## src/rtl/rnbip_ctrl_seq.sv

```systemverilog
// rnbip_ctrl_seq: multi-cycle control sequencer in front of the 8-entry
// register file. Accepts instruction bytes over a valid/ready handshake,
// decodes one instruction at a time and drives the register-file command
// (mux_sel/enab/seg), the OR2 immediate byte and the ALU operation/enable.
//
// Ports:
//   clk_i            system clock, rising edge
//   rst_ni           synchronous active-low reset
//   instr_i[7:0]     instruction or immediate byte from fetch
//   instr_valid_i    instr_i holds a valid byte
//   instr_ready_o    sequencer accepts a byte this cycle (FETCH, IMM)
//   rf_mux_sel_o[1:0] 00 Rn<-R0, 01 R0<-Rn, 10 Rn<-OR2, 11 Rn<-ALU
//   rf_enab_o[1:0]   00 clear, 01 write, 11 read, 10 idle/hold
//   rf_seg_o[2:0]    register index n
//   or2_out_o[7:0]   immediate operand register
//   alu_op_o[2:0]    ALU function code
//   alu_en_o         ALU evaluates this cycle
//   busy_o           high outside FETCH and HALT
//   halted_o         high in HALT
//   ill_op_o         one-cycle pulse on an illegal opcode
//
// Every output is a register. The combinational block computes the value
// each output must have in the cycle after the coming edge, which is the
// same as "the outputs belonging to the state being entered". So the
// command for a state appears exactly while the FSM sits in it, and the
// MOV/CLR/MVI write commands appear in the first FETCH cycle after them.
module rnbip_ctrl_seq #(
  parameter logic [7:0] HLT_OP     = 8'hFF,
  parameter logic [7:0] CLR_OP     = 8'hFE,
  parameter bit         ILL_AS_NOP = 1'b1
) (
  input  logic       clk_i,
  input  logic       rst_ni,
  input  logic [7:0] instr_i,
  input  logic       instr_valid_i,
  output logic       instr_ready_o,
  output logic [1:0] rf_mux_sel_o,
  output logic [1:0] rf_enab_o,
  output logic [2:0] rf_seg_o,
  output logic [7:0] or2_out_o,
  output logic [2:0] alu_op_o,
  output logic       alu_en_o,
  output logic       busy_o,
  output logic       halted_o,
  output logic       ill_op_o
);

  typedef enum logic [2:0] {
    S_FETCH,
    S_DECODE,
    S_IMM,
    S_READ,
    S_EXEC,
    S_WB,
    S_HALT
  } state_e;

  // Decoded instruction class of the latched opcode.
  typedef enum logic [2:0] {
    C_MOV_N0,  // MOV Rn,R0
    C_MOV_0N,  // MOV R0,Rn
    C_MVI,
    C_ALU,
    C_NOP,
    C_CLR,
    C_HLT,
    C_ILL
  } iclass_e;

  localparam logic [1:0] ENAB_CLR  = 2'b00;
  localparam logic [1:0] ENAB_WR   = 2'b01;
  localparam logic [1:0] ENAB_IDLE = 2'b10;
  localparam logic [1:0] ENAB_RD   = 2'b11;

  localparam logic [1:0] MUX_N_R0  = 2'b00;
  localparam logic [1:0] MUX_0_RN  = 2'b01;
  localparam logic [1:0] MUX_N_OR2 = 2'b10;
  localparam logic [1:0] MUX_N_ALU = 2'b11;

  state_e     state_q, state_d;
  logic [7:0] opc_q, opc_d;

  logic       ready_q, ready_d;
  logic [1:0] mux_q, mux_d;
  logic [1:0] enab_q, enab_d;
  logic [2:0] seg_q, seg_d;
  logic [7:0] or2_q, or2_d;
  logic [2:0] aluop_q, aluop_d;
  logic       aluen_q, aluen_d;
  logic       busy_q, busy_d;
  logic       halted_q, halted_d;
  logic       ill_q, ill_d;

  iclass_e    cls;
  logic       xfer;
  logic [2:0] rn;

  // The handshake uses the registered ready, which is high exactly in
  // FETCH and IMM.
  assign xfer = instr_valid_i & ready_q;
  assign rn   = opc_q[2:0];

  // HLT/CLR are checked first so that their parameterised codes win even
  // if someone maps them inside the regular opcode space.
  always_comb begin
    cls = C_ILL;
    if (opc_q == HLT_OP) begin
      cls = C_HLT;
    end else if (opc_q == CLR_OP) begin
      cls = C_CLR;
    end else begin
      casez (opc_q)
        8'b00000???: cls = C_MOV_N0;
        8'b00001???: cls = C_MOV_0N;
        8'b00010???: cls = C_MVI;
        8'b00011???: cls = C_NOP;
        8'b01??????: cls = C_ALU;
        default:     cls = C_ILL;
      endcase
    end
  end

  always_comb begin
    state_d = state_q;
    opc_d   = opc_q;
    enab_d  = ENAB_IDLE;
    aluen_d = 1'b0;
    ill_d   = 1'b0;
    mux_d   = mux_q;
    seg_d   = seg_q;
    aluop_d = aluop_q;
    or2_d   = or2_q;

    case (state_q)
      S_FETCH: begin
        if (xfer) begin
          opc_d   = instr_i;
          state_d = S_DECODE;
        end
      end

      S_DECODE: begin
        case (cls)
          C_MOV_N0: begin
            enab_d  = ENAB_WR;
            mux_d   = MUX_N_R0;
            seg_d   = rn;
            state_d = S_FETCH;
          end
          C_MOV_0N: begin
            enab_d  = ENAB_WR;
            mux_d   = MUX_0_RN;
            seg_d   = rn;
            state_d = S_FETCH;
          end
          C_MVI:    state_d = S_IMM;
          C_ALU: begin
            // Read command is issued on entry so it is visible in READ.
            enab_d  = ENAB_RD;
            seg_d   = rn;
            state_d = S_READ;
          end
          C_CLR: begin
            enab_d  = ENAB_CLR;
            state_d = S_FETCH;
          end
          C_NOP:    state_d = S_FETCH;
          C_HLT:    state_d = S_HALT;
          default: begin
            ill_d   = 1'b1;
            state_d = ILL_AS_NOP ? S_FETCH : S_HALT;
          end
        endcase
      end

      S_IMM: begin
        // Waits indefinitely for the immediate byte.
        if (xfer) begin
          or2_d   = instr_i;
          enab_d  = ENAB_WR;
          mux_d   = MUX_N_OR2;
          seg_d   = rn;
          state_d = S_FETCH;
        end
      end

      S_READ: begin
        aluen_d = 1'b1;
        aluop_d = opc_q[5:3];
        state_d = S_EXEC;
      end

      S_EXEC: begin
        // Result always lands in R0.
        enab_d  = ENAB_WR;
        mux_d   = MUX_N_ALU;
        seg_d   = 3'd0;
        state_d = S_WB;
      end

      S_WB:    state_d = S_FETCH;

      S_HALT:  state_d = S_HALT;

      default: state_d = S_FETCH;
    endcase

    ready_d  = (state_d == S_FETCH) || (state_d == S_IMM);
    busy_d   = (state_d != S_FETCH) && (state_d != S_HALT);
    halted_d = (state_d == S_HALT);
  end

  always_ff @(posedge clk_i) begin
    if (!rst_ni) begin
      state_q  <= S_FETCH;
      opc_q    <= 8'h00;
      ready_q  <= 1'b1;
      mux_q    <= MUX_N_R0;
      enab_q   <= ENAB_IDLE;
      seg_q    <= 3'd0;
      or2_q    <= 8'h00;
      aluop_q  <= 3'd0;
      aluen_q  <= 1'b0;
      busy_q   <= 1'b0;
      halted_q <= 1'b0;
      ill_q    <= 1'b0;
    end else begin
      state_q  <= state_d;
      opc_q    <= opc_d;
      ready_q  <= ready_d;
      mux_q    <= mux_d;
      enab_q   <= enab_d;
      seg_q    <= seg_d;
      or2_q    <= or2_d;
      aluop_q  <= aluop_d;
      aluen_q  <= aluen_d;
      busy_q   <= busy_d;
      halted_q <= halted_d;
      ill_q    <= ill_d;
    end
  end

  assign instr_ready_o = ready_q;
  assign rf_mux_sel_o  = mux_q;
  assign rf_enab_o     = enab_q;
  assign rf_seg_o      = seg_q;
  assign or2_out_o     = or2_q;
  assign alu_op_o      = aluop_q;
  assign alu_en_o      = aluen_q;
  assign busy_o        = busy_q;
  assign halted_o      = halted_q;
  assign ill_op_o      = ill_q;

endmodule
```

## config.mk

```make
export PLATFORM = sky130hd
export DESIGN_NAME = rnbip_ctrl_seq
export DESIGN_NICKNAME = d
export VERILOG_FILES = /design/src/rtl/rnbip_ctrl_seq.sv
export SDC_FILE = /design/constraint.sdc
export NUM_CORES = 1
export LEC_CHECK = 0
export CAP_MARGIN = 20
export CORE_AREA = 4 4 74 49
export DETAILED_ROUTE_END_ITERATION = 10
export DIE_AREA = 0 0 78 53
export PLACE_DENSITY = 0.79
export SLEW_MARGIN = 30
export SYNTH_ARGS = -nofsm -noshare
export SYNTH_HDL_FRONTEND = slang
export SYNTH_SLANG_ARGS = --single-unit
```

## constraint.sdc

```tcl
create_clock -name clk_i -period 2.55 [get_ports clk_i]
set_input_delay 0.6375 -clock clk_i [delete_from_list [all_inputs] [get_ports clk_i]]
set_output_delay 0.6375 -clock clk_i [all_outputs]
set_load 0.01 [all_outputs]
```

==> impl_metrics.toml, run 1 <==
[clock_tree]
cts_hold_buf = 0
post_cts_buffers = 0
clock_latency_ns = 0.29
cts-root-buf = "clkbuf_8"
cts_resized = 0
cts_max_level = 2
clkSlewWorstSetupHoldPaths_ns = 0.07
cts_made_buffers = 5
cts_num_sinks = 34
cts_tree = "done"
cts_buffer_depth = 2

[synth]
syn-cell-area_um2 = 1480
yosys_most_used_dff = "dfxtp_1"
synth_cell_type_count = 44
synth_largest_area_cell = "dfxtp_1"
postSynth.asyncResetShare = 0
ys_seq_area_frac = 0.459
ys_seq_elements = 34
synth_nets = 175
ys_top_cells_by_area = "dfxtp_1 46%, mux2i_1 7.4%, a21oi_1 5.4%, nor2_1 4.1%, nand3_1 3.4%"
synth_edf_count = 0
yosysTopAreaCellShare = 0.459
synth_area_per_cell_um2 = 9.03
yosysWarnings = 0
synthCells = 164

[sta]
fmaxAchievable_mhz = 499
rsz0062_at_grt = "false"
setup_viol = 0
worst_pin_slew_ns = 0.509
fin_crit_sh = 0.787
clock_skew_ns = 0.00289
slew_headroom = 0.660
post-route-min-period_ns = 2.01
hold_viol = 0
maxSlewViolCount = 0
hold_slack_ns = 0.498
final.setup.tns_ns = 0

[layout]
nNetsFinal = 209
multi_input_area_um2 = 739
regArea_um2 = 681
drive_above_1_share = 0.0754
n_antenna_cell = 0
syn2layout_area_growth_pct = 30.7
nFillCells = 257

[worst_hold_path]
hold_depth = 2
hold_start = "or2_out_o[6]"
min_path_type = "reg -> reg"
min_to = "or2_out_o[6]"

[grt]
grt_pass1_wl_um = 6240
grtUsageMet3 = 0.0646
busiest_layer = "met2"
grt_overflow = 0
antenna_found_initial = 0
track_usage = 0.201
gr-usage-met1 = 0.236
grt_max_degree = 20
grt_pass1_vias = 1319
grtUsageMet2 = 0.341

[setup_path]
end_kind = "flip-flop"
setup.worst_path.class = "in -> reg"
reg2reg_slack_ns = 0.69
worst_setup_path_start_kind = "input port"
critPathMaxFanout = 12
critPathRequiredTime_ns = 2.75
r2r_end = "busy_o"
r2r_cells = 4
cp.arrival_ns = 2.21
timing.rr.start = "opc_q[5]"

[floorplanning]
coreArea_um2 = 3020
start_util = 0.490
io_pins = 34
die-area_um2 = 4130
fp-row-count = 16
dieWidth_um = 78
die_h_um = 53

[drt]
remaining_drc_errors = 0
drt_iter0_markers = 91
wirelength_um = 3790
vias = 1381
ant_nets = 0
vias_per_cell = 5.66
avgRoutedWirePerCell_um = 15.5
drtPass1Iterations = 4

[status]
status = "completed"

[flow_run]
drv_cap = 0

[placed_design]
port_buffers = 33
dp_hpwl_um = 2810
routabilityCongestion = 0.847

[power_and_ir_drop]
power_per_cell_area_nw_per_um2 = 634
p_leak_nw = 0.695
peakVddDrop_mv = 0.436
layout make-up:
type / count / share of cell area
timing repair buffer: 36 / 0.182
sequential: 34 / 0.352
multi-input combinational: 117 / 0.382
inverter: 4 / 0.00776
clock buffer: 7 / 0.0446
tap: 45 / 0.0291
clock inverter: 1 / 0.00259
flip-flops by register name, summed over array words and instances, names as in the netlist, 2 cells and up:
| signal | count |
|---|---|
| opc_q | 8 |
| or2_out_o | 8 |
| alu_op_o | 3 |
| rf_seg_o | 3 |
| state_q | 3 |
| rf_enab_o | 2 |
| rf_mux_sel_o | 2 |
metal layers:
metal  wire, um  vias up
met1       1610      653
met2       1820       62
met3        304        6
met4         51        0
met5          0        -
li1           -      660
worst max-delay path by stage:
stage	from	to	slack [ns]
after global placement	instr_valid_i	rf_mux_sel_o[0]	0.33
after CTS	instr_valid_i	rf_mux_sel_o[0]	0.55
final	instr_valid_i	rf_mux_sel_o[0]	0.54
after detailed placement	instr_valid_i	rf_mux_sel_o[0]	0.26
after floorplan	opc_q[5]	busy_o	0.94
after global routing	instr_valid_i	rf_mux_sel_o[0]	0.44
layout by cell type (no fill, tap or decap), drive strengths merged, types with 4 or more instances in the layout:
| cell | Yosys | layout |
|---|---|---|
| o21ai | 8 | 8 |
| a21oi | 16 | 16 |
| dfxtp | 34 | 34 |
| clkdlybuf4s50 | 0 | 33 |
| nand2 | 12 | 12 |
| nand3 | 10 | 10 |
| nor2 | 17 | 17 |
| mux2i | 11 | 11 |
| nor2b | 4 | 4 |
| clkbuf | 4 | 7 |
kinds of logic (layout without fill, tap and decap cells):
family / count (synthesis) / after routing / share of synthesized area
buffers and inverters: 13 / 48 / 0.0414
AOI/OAI and AO/OA: 43 / 43 / 0.191
muxes: 11 / 11 / 0.0743
DFF: 34 / 34 / 0.459
xor gates and xnor gates: 1 / 1 / 0.00591
and+or+nand+nor: 62 / 62 / 0.228
cell usage after synthesis, types with 2 or more instances:
library cell	n
nand4_1	2
nor2_1	16
nor4_1	2
clkbuf_1	4
o21a_1	2
mux2i_1	11
nand3b_1	2
buf_2	4
o21ai_0	8
nand3_1	10
a211oi_1	2
a21oi_1	16
nand2_1	12
inv_1	3
nand4b_1	3
nand2b_1	2
dfxtp_1	34
nor2b_1	4
o211a_1	2
through the flow:
step / area [um^2] / total power [W] / setup slack (ns) / util / instances
2_1_floorplan: 1480 / 0.000741 / 0.936 / - / 164
3_3_place_gp: 1840 / 0.000815 / 0.326 / 0.610 / 236
3_5_place_dp: 1840 / 0.000825 / 0.258 / 0.610 / 236
4_1_cts: 1940 / 0.00123 / 0.551 / 0.640 / 244
5_1_grt: 1940 / 0.00129 / 0.440 / 0.640 / 244
6_report: 1940 / 0.00123 / 0.544 / 0.640 / 244
critical path, cell delays in order:
cell and delay [ns]:
clkdlybuf4s50_1 0.44, and3b_1 0.35, a211o_1 0.40, o211a_1 0.17, a211oi_1 0.22
power breakdown:
| group | total, W | internal (W) | switching, W | leakage (nW) |
|---|---|---|---|---|
| clock | 0.000410 | 0.000218 | 0.000192 | 0.0482 |
| combinational | 0.000216 | 0.000105 | 0.000111 | 0.370 |
| sequential | 0.000602 | 0.000561 | 0.0000408 | 0.276 |
(Power assumes the default switching activity.)
==> inputs of run 2 (changes only) <==
Settings changed: CORE_AREA 4 4 74 49 to 4 4 76 50, DIE_AREA 0 0 78 53 to 0 0 80 54, PLACE_DENSITY 0.79 to 0.76.
Clock period 2.55 ns to 1.9 ns, I/O delays scaled along.
==> run 2 against run 1 <==
Compared with the run above: clock-buffer cell count did not move; combinational power is 50% higher; critical path type is now reg -> reg; die area up 4.5%; worst setup slack lost 0.34 ns; non-clock buffer count grew 9.
==> impl_metrics.toml, run 2 (same netlist as run 1, synthesis figures left out) <==
[power_and_ir_drop]
p_comb_frac = 0.184
p_sw_w = 0.000458
p_leak_nw = 0.749
clkPwrFrac = 0.364
swShare = 0.259
intPower_w = 0.00131
peakVddDrop_mv = 0.502
power_per_cell_area_nw_per_um2 = 868
p_seq_frac = 0.452

[grt]
grt_overflow = 0
grt_max_degree = 17
track_usage = 0.195
grt_pass1_vias = 1335
grt_pass1_wl_um = 6380
antenna_found_initial = 0

[placed_design]
routabilityCongestion = 0.862
place_area_um2 = 1920
port_buffers = 33
dp_hpwl_um = 2910
pre_cts_ws_ns = -0.0173

[sta]
rsz0062_at_grt = "false"
maxSlewViolCount = 0
fmaxAchievable_mhz = 590
fin_crit_sh = 0.892
slew_headroom = 0.669
hold_viol = 0
worst_pin_slew_ns = 0.496
setup_viol = 0
post-route-min-period_ns = 1.70
clock_skew_ns = 0.00583
finalWorstSetupSlack_ns = 0.204

[drt]
vias = 1399
ant_nets = 0
drtPass1Iterations = 4
avgRoutedWirePerCell_um = 14.9
remaining_drc_errors = 0
wirelength_um = 3760
drt_iter0_markers = 56
vias_per_cell = 5.53

[clock_tree]
cts_max_level = 2
clock_latency_ns = 0.28
cts_num_sinks = 34
cts_made_buffers = 5
cts_tree = "done"
cts-root-buf = "clkbuf_8"
cts_hold_buf = 0
clkSlewWorstSetupHoldPaths_ns = 0.07
cts_buffer_depth = 2

[setup_path]
cp_slowest_stage_delay_ns = 0.53
setup.worst_path.class = "reg -> reg"
critPathMaxFanout = 6
worst_setup_path_start_kind = "flip-flop"
reg2reg_slack_ns = 0.20
crit_chain = "or2b_1, a2111oi_1, o21ai_0, o32a_1"
critPathRequiredTime_ns = 2.07
end_kind = "flip-flop"
critPathSlowestCell = "a2111oi_1"
cp.arrival_ns = 1.86

[layout]
final_common_cell = "dfxtp_1"
n_antenna_cell = 0
nFillCells = 295
layout_common_cells = "34 x dfxtp_1, 33 x clkdlybuf4s50_1, 16 x nor2_1, 16 x a21oi_1, 12 x nand2_1"
regArea_um2 = 681
fin_area_um2 = 2040
multi_input_area_um2 = 744
syn2layout_area_growth_pct = 37.4
drive_above_1_share = 0.115
nNetsFinal = 218

[floorplanning]
start_util = 0.474
die-area_um2 = 4320
fp-row-count = 16
dieWidth_um = 80
coreArea_um2 = 3120
io_pins = 34
die_h_um = 54

[worst_hold_path]
min_path_type = "reg -> reg"

[status]
status = "completed"

[flow_run]
drv_cap = 0
## run 2: what timing repair did
item	in CTS	in global routing
hold endpoints to repair	0	0
setup buffers	0	0
resized for setup	0	1
setup endpoints to repair	0	1
## run 2: metal layers
| metal | vias to the layer above | track usage | wire (um) |
|---|---|---|---|
| met2 | 60 | 0.328 | 1760 |
| met5 | - | 0 | 0 |
| met1 | 657 | 0.249 | 1640 |
| met4 | 0 | 0.0478 | 33 |
| li1 | 676 | - | - |
| met3 | 6 | 0.0552 | 328 |
## run 2: metrics by stage
stage / power [W] / setup TNS [ns] / hold slack [ns] / cells / util
finish: 0.00177 / 0 / 0.471 / 253 / 0.652
global route: 0.00185 / 0 / 0.510 / 253 / 0.652
CTS: 0.00177 / 0 / 0.480 / 253 / 0.650
detailed placement: 0.00113 / -0.0173 / 0.471 / 245 / 0.616
global placement: 0.00113 / 0 / 0.459 / 245 / 0.616
floorplan: 0.000994 / 0 / 0.450 / 164 / -
## run 2: area by class of cell
class	instances	share of cell area
multi-input cells	117	0.366
flip-flops and latches	34	0.334
repair buffers	45	0.213
clock buffers	7	0.0375
well taps	45	0.0277
clock inverters	1	0.0148
inverters	4	0.00738
## run 2: power groups by stage
stage,sequential [W],combinational [W],clock (W)
after floorplan,0.000802,0.000193,0
after global placement,0.000809,0.000316,0
after detailed placement,0.000813,0.000321,0
after CTS,0.000797,0.000324,0.000648
after global routing,0.000804,0.000356,0.000691
final,0.000798,0.000325,0.000643
## run 2: worst max-delay path: cells and delay by family, from the launching register on
| family | cells | cell delay, ns |
|---|---|---|
| AND/OR/NAND/NOR | 1 | 0.26 |
| AO/OA/AOI/OAI | 3 | 0.91 |
| flip-flops | 1 | 0.42 |
## run 2: path summary, 6_finish.rpt
path                from           to  cells after the start
min          rf_seg_o[2]  rf_seg_o[2]                      2
max             opc_q[5]       busy_o                      4
min reg2reg  rf_seg_o[2]  rf_seg_o[2]                      2
max reg2reg     opc_q[5]       busy_o                      4
